==> config.mk <==
export PLATFORM = sky130hd
export DESIGN_NAME = seg_scan_driver
export DESIGN_NICKNAME = d
export VERILOG_FILES = /design/src/rtl/seg_scan_driver.sv
export SDC_FILE = /design/constraint.sdc
export NUM_CORES = 1
export LEC_CHECK = 0
export CAP_MARGIN = 20
export CORE_MARGIN = 3
export CORE_UTILIZATION = 60
export DETAILED_ROUTE_END_ITERATION = 10
export PLACE_DENSITY = 0.88
export RECOVER_POWER = 25
export SYNTH_ARGS = -nofsm -noshare
export SYNTH_HDL_FRONTEND = slang
export SYNTH_SLANG_ARGS = --single-unit
==> constraint.sdc <==
create_clock -name clk -period 5.75 [get_ports clk]
set_input_delay 0.8625 -clock clk [delete_from_list [all_inputs] [get_ports clk]]
set_output_delay 0.8625 -clock clk [all_outputs]
set_load 0.01 [all_outputs]
==> src/rtl/seg_scan_driver.sv <==
// Four-digit multiplexed 7-segment scan stage with dead-time blanking and frame-aligned word updates.
// Optional LEADING_BLANK_EN: leading zeros on digits 3..1 are stored as spaces when a word commits.
module seg_scan_driver #(
  parameter int REFRESH_CYCLES = 250000,
  parameter int DEAD_CYCLES    = 4
) (
  input  logic        clk,
  input  logic        reset,
  input  logic        load_valid,
  input  logic [15:0] load_chars,
  output logic        load_ready,
  output logic [3:0]  char,
  output logic [3:0]  anode,
  output logic        frame_tick
);

  localparam int CW = (REFRESH_CYCLES > 1) ? $clog2(REFRESH_CYCLES) : 1;
  localparam logic [CW-1:0] CNT_MAX  = CW'(REFRESH_CYCLES - 1);
  localparam logic [CW-1:0] CNT_DEAD = CW'(DEAD_CYCLES);
  localparam logic [3:0]    SPACE    = 4'd12;

  logic [CW-1:0] cnt_q, cnt_d;
  logic [1:0]    idx_q, idx_d;
  logic [15:0]   active_q, active_d;
  logic [15:0]   pend_q, pend_d;
  logic          pend_full_q, pend_full_d;
  logic          wrap_q, wrap_d;
  logic [3:0]    anode_q, anode_d;
  logic [3:0]    char_q, char_d;
  logic          tick_q, tick_d;
  logic          cnt_wrap, frame_end, xfer;

  function automatic logic [15:0] commit_word(input logic [15:0] w);
    logic [15:0] r;
    r = w;
`ifdef LEADING_BLANK_EN
    begin
      logic zero_run;
      zero_run = 1'b1;
      for (int d = 3; d >= 1; d--) begin
        zero_run = zero_run && (w[4*d +: 4] == 4'd0);
        if (zero_run) r[4*d +: 4] = SPACE;
      end
    end
`else
`endif
    return r;
  endfunction

  always_comb begin
    cnt_wrap    = (cnt_q == CNT_MAX);
    frame_end   = cnt_wrap && (idx_q == 2'd3);
    xfer        = load_valid && !pend_full_q;
    cnt_d       = cnt_wrap ? '0 : cnt_q + CW'(1);
    idx_d       = cnt_wrap ? idx_q + 2'd1 : idx_q;
    active_d    = active_q;
    pend_d      = pend_q;
    pend_full_d = pend_full_q;
    wrap_d      = frame_end;
    // wrap_q delays the pulse so it lands on the first dead cycle of digit 0
    tick_d      = wrap_q;

    // commit and transfer are mutually exclusive: transfer needs pending empty
    if (frame_end && pend_full_q) begin
      active_d    = commit_word(pend_q);
      pend_full_d = 1'b0;
    end
    if (xfer) begin
      pend_d      = load_chars;
      pend_full_d = 1'b1;
    end

    if (cnt_q < CNT_DEAD) begin
      anode_d = 4'b1111;
      char_d  = SPACE;
    end else begin
      anode_d = ~(4'b0001 << idx_q);
      char_d  = active_q[{idx_q, 2'b00} +: 4];
    end
  end

  always_ff @(posedge clk or posedge reset) begin
    if (reset) begin
      cnt_q       <= '0;
      idx_q       <= 2'd0;
      active_q    <= 16'hCCCC;
      pend_q      <= 16'h0000;
      pend_full_q <= 1'b0;
      wrap_q      <= 1'b0;
      anode_q     <= 4'b1111;
      char_q      <= SPACE;
      tick_q      <= 1'b0;
    end else begin
      cnt_q       <= cnt_d;
      idx_q       <= idx_d;
      active_q    <= active_d;
      pend_q      <= pend_d;
      pend_full_q <= pend_full_d;
      wrap_q      <= wrap_d;
      anode_q     <= anode_d;
      char_q      <= char_d;
      tick_q      <= tick_d;
    end
  end

  assign load_ready = ~pend_full_q;
  assign anode      = anode_q;
  assign char       = char_q;
  assign frame_tick = tick_q;

endmodule
Word level (Yosys, flattened, before mapping). Index checks and enable logic that the tools add are counted.

Flip-flop bits (word level): 63. Memories kept: 0. Memory bits (writable): 0. Input port bits: 19. Logic and storage cells: 28. Output and inout bits: 10. Bits in read-only memories: 0. Latch bits: 0.

Shift operators: 2. $lt $le $gt $ge: 1. Equality and inequality tests: 2. Multipliers: 0. Bitwise logic cells: 2. Add/sub/neg operators: 2. Reductions and logical operators: 5. Divide/modulo/power cells: 0. Mux-type cells: 5.

Operators with widths (count): 18-bit by 1-bit adder with 18-bit output, second input constant (1); 18-bit equality test, second input constant (1); 18-bit by 3-bit less-than comparator with 1-bit output, second input constant (1); 18-bit 2-to-1 mux (1); 16-bit by 5-bit indexed part select with 4-bit output (1); 4-bit 2-to-1 mux (2); 4-bit NOT (1); 1-bit by 2-bit << shifter with 4-bit output, first input constant (1); 1-bit logical AND (3); 2-bit by 1-bit adder with 2-bit output, second input constant (1); 2-bit equality test, second input constant (1); 1-bit 2-to-1 mux (2); 2-bit nonzero test (1); 1-bit logical NOT (1); 1-bit NOT (1).

Longest topological paths before layout.
Depth in word-level cells: 5. Mapped depth: 6. Gate-level depth less buffers: 5.

Least setup slack after synthesis. No wires, ideal clock.

Kind: input-to-reg. Start point: in load_valid. End point: reg pend_q[10]. Stages on the path: 4. Data required time: 5.625 ns. Setup slack: 3.683 ns. Arrival: 1.942 ns. Path buffers: 2. Path through: nor2b_1 > clkbuf_1 > clkbuf_1 > mux2_2.

Longest elaborated chain between the ends: 1.

Ends and longest elaborated chain: start, declared (line 9) `input logic load_valid,`; 1-bit logical AND (line 53) `xfer = load_valid && !pend_full_q;`; end signal, assigned (line 97) `pend_q <= pend_d;`; end, declared (line 25) `logic [15:0] pend_q, pend_d;`.

No other way between the ends. A chain may end at the register's enable or synchronous reset.

Worst setup path in the final report.
Start point: reg anode_q[1] (netlist: anode[1]). End point: out anode[1].

RTL lines: start, declared (line 28) `logic [3:0] anode_q, anode_d;`; start signal, assigned (line 100) `anode_q <= anode_d;`; end, declared (line 13) `output logic [3:0] anode,`.

No word-level cell between the ends.

==> impl_summary.log <==
INFO  metric run_status = finished clean
INFO  metric grt.overflow.total = 0
INFO  metric rsz0062_at_grt = no
INFO  metric syn_area_per_cell = 13.7 µm²
INFO  metric worstHoldPathType = reg -> reg
INFO  metric cp.buffers_inverters = 1
INFO  metric die-area = 5390 µm²
INFO  metric cpLargestDelayFamily = buffers and inverters
INFO  metric post-route-period-util = 38.7%
INFO  metric synth_edf_count = 0
INFO  metric layout.nets = 261
INFO  metric critical_path.startpoint_type = register
INFO  metric num_antenna_cells = 0
INFO  metric layout-area-overhead-vs-synth = 19.5%
INFO  metric buffer_ports.inserted = 28
INFO  metric number_of_buffers_inserted_to_repair_setup_after_cts = 0
INFO  metric power_density = 265 nW/µm²
INFO  metric asyncSetResetFlopFracSynth = 100%
INFO  metric routabilityCongestion = 0.826
INFO  metric worst_ep_required_time = 4.89 ns
INFO  metric yosysUniqueCellTypes = 29
INFO  metric vdd_ir_drop_max = 195 µV
INFO  metric synth-warning-count = 0
INFO  metric clock.fmax = 449 MHz
INFO  metric floorplan.rows = 23
INFO  metric cap_viol_max_count = 0
INFO  metric number_of_buffers_inserted_during_clock_tree_synthesis = 9
INFO  metric cts_max_level = 3
INFO  metric timing.critical_path.arrival = 1.36 ns
INFO  metric grt_antenna_before_repair = 0
INFO  metric root_buffer = clkbuf_8
INFO  metric dp_hpwl = 3110 µm
INFO  metric cp_cell_sequence = clkdlybuf4s50_1
INFO  metric final_cell_mix = dfrtp_1 (49), clkdlybuf4s50_1 (27), mux2_2 (24), nor2_1 (15), dfstp_2 (14)
INFO  metric fp.dieH = 73.4 µm
INFO  metric groute.usage.overall = 19.6%
INFO  metric setup_violations = 0
INFO  metric cp_slowest_cell = clkdlybuf4s50_1
INFO  metric period_minus_slack = 2.23 ns
INFO  metric grt_max_degree = 64
INFO  metric clk_transition_reported_paths = 0.06 ns
INFO  metric post_cts_hold_buffer_count = 0
INFO  metric p_total = 0.864 mW
INFO  metric clk-insertion-delay-late = 0.33 ns
INFO  metric die_x = 73.4 µm
INFO  metric total_neg_setup_slack = 0 ns
INFO  metric cts_resized = 0
INFO  metric synth_seq_cells = 63
INFO  metric vias_per_cell = 5.59
INFO  metric worst_clock_skew = 0.00676 ns
INFO  metric worstSetupEndpointType = primary output
INFO  metric total_via_count_after_detailed_routing = 1632
INFO  metric boundaryPins = 29
INFO  metric final_routed_wirelength_across_all_metal_layers = 4640 µm
INFO  metric worst_slew_pin_slew = 0.742 ns
INFO  metric finalMaxSlewViolations = 0
INFO  metric drc_errors = 0
INFO  metric final_common_cell = dfrtp_1
INFO  metric synth_seq_area_share = 58.4%
INFO  metric timing.setup.critical_path_class = reg -> out
INFO  metric cts_tree = built
INFO  metric fraction_of_final_layout_cells_sized_beyond_drive_strength_1 = 31.4%
INFO  metric max_slew_margin = 50.5%
INFO  metric via_count_of_the_first_global_routing_pass = 1681
INFO  metric core = 4200 µm²
INFO  metric antenna_violating_nets_post_route = 0
INFO  metric total_leakage_power = 1.46 nW
INFO  metric cts.sink_count = 63
INFO  metric ys.flop_type = dfrtp_1
INFO  metric crit_path_max_incr_delay = 0.53 ns
INFO  metric grt_pass1_wl = 7690 µm
INFO  metric first_pass_iters = 4
INFO  metric critical_path_maximum_fanout = 1
INFO  metric post_synth_inst_count = 199
INFO  metric initial_utilization = 64.9%
INFO  metric cts-root-to-sink-buffers = 2
INFO  metric drt_first_iter_violations = 96
INFO  metric avgRoutedWirePerCell = 15.9 µm
INFO  metric syn-cell-area = 2730 µm²
INFO  metric final_hold_viol_count = 0
INFO  metric synthesis.nets = 223
-- synth_stat cells (2+ instances only) --
library cell | n | share of area [%]
dfrtp_1 | 49 | 45
mux2_2 | 24 | 9.9
nor2_1 | 15 | 2.1
dfstp_2 | 14 | 13
xnor2_1 | 11 | 3.5
mux2_4 | 9 | 5.0
nand2_1 | 9 | 1.2
nand3_1 | 8 | 1.5
inv_1 | 7 | 0.96
nor4_1 | 7 | 1.6
nand4_1 | 6 | 1.4
ha_1 | 5 | 2.3
xor2_1 | 5 | 1.6
and3_1 | 4 | 0.92
mux4_2 | 4 | 3.3
and2_1 | 3 | 0.69
clkbuf_1 | 3 | 0.41
nor2b_1 | 2 | 0.46
nor3_1 | 2 | 0.37
nor4_4 | 2 | 1.6
or2_2 | 2 | 0.46
-- cells by family (layout without fill, tap and decap cells) --
| family | after synthesis | count (layout) | synth area share, % |
|---|---|---|---|
| AO/OA/AOI/OAI | 2 | 2 | 0.459 |
| buffers and inverters | 12 | 55 | 2.11 |
| adder cells (fa/ha/maj) | 5 | 5 | 2.29 |
| AND/OR/NAND/NOR | 64 | 64 | 13.4 |
| flip-flops | 63 | 63 | 58.4 |
| multiplexers | 37 | 37 | 18.2 |
| XOR/XNOR | 16 | 16 | 5.14 |
-- path summary, 6_finish.rpt --
path / start / endpoint / slack [ns] / cells past startpoint
worst min-delay path: tick_d / frame_tick / 0.36 / 0
worst max register to register: idx_q[0] / active_q[13] / 3.76 / 5
min in group asynchronous: reset / pend_q[11] / 1.18 / 3
max in group asynchronous: reset / cnt_q[15] / 4.07 / 3
worst max-delay path: anode[1] / anode[1] / 3.52 / 1
worst min register to register: tick_d / frame_tick / 0.36 / 0
-- registers in the layout, summed over array words and instances, names as in the netlist --
signal	flops
cnt_q	18
active_q	16
pend_q	16
anode	4
char	4
idx_q	2
frame_tick	1
pend_full_q	1
tick_d	1
-- report_power, final --
group          leakage, nW  total [mW]  internal (mW)  switching, mW
registers            0.785       0.464          0.457        0.00732
logic                0.579      0.0335         0.0206         0.0129
clock network        0.100       0.366          0.210          0.156
-- layer usage --
layer  global-route usage (%)  wire, µm  vias to the layer above
li1                         -         -                      769
met1                     25.9      2090                      814
met2                     29.9      2250                       40
met3                     4.51       222                        9
met4                     10.9        74                        0
met5                        0         0                        -
-- area by class of cell --
cell class | instances | area, µm²
tap | 50 | 62.6
clock inverter | 4 | 45.0
inverter | 7 | 26.3
fill | 259 | 942
sequential | 63 | 1590
timing repair buffer | 32 | 310
clock buffer | 12 | 145
multi-input combinational | 124 | 1080
-- through the flow --
step           util (%)  std cells  worst slack (ns)  cell area (µm²)  hold slack (ns)
3_5_place_dp       73.0        276              3.46             3070            0.338
6_report           77.6        292              3.52             3260            0.365
3_3_place_gp       73.0        276              3.51             3070            0.335
5_1_grt            77.6        292              3.47             3260            0.381
4_1_cts            77.6        292              3.49             3260            0.381
2_1_floorplan         -        199              3.34             2730            0.331
No activity file was read; power rests on OpenSTA's default activity.
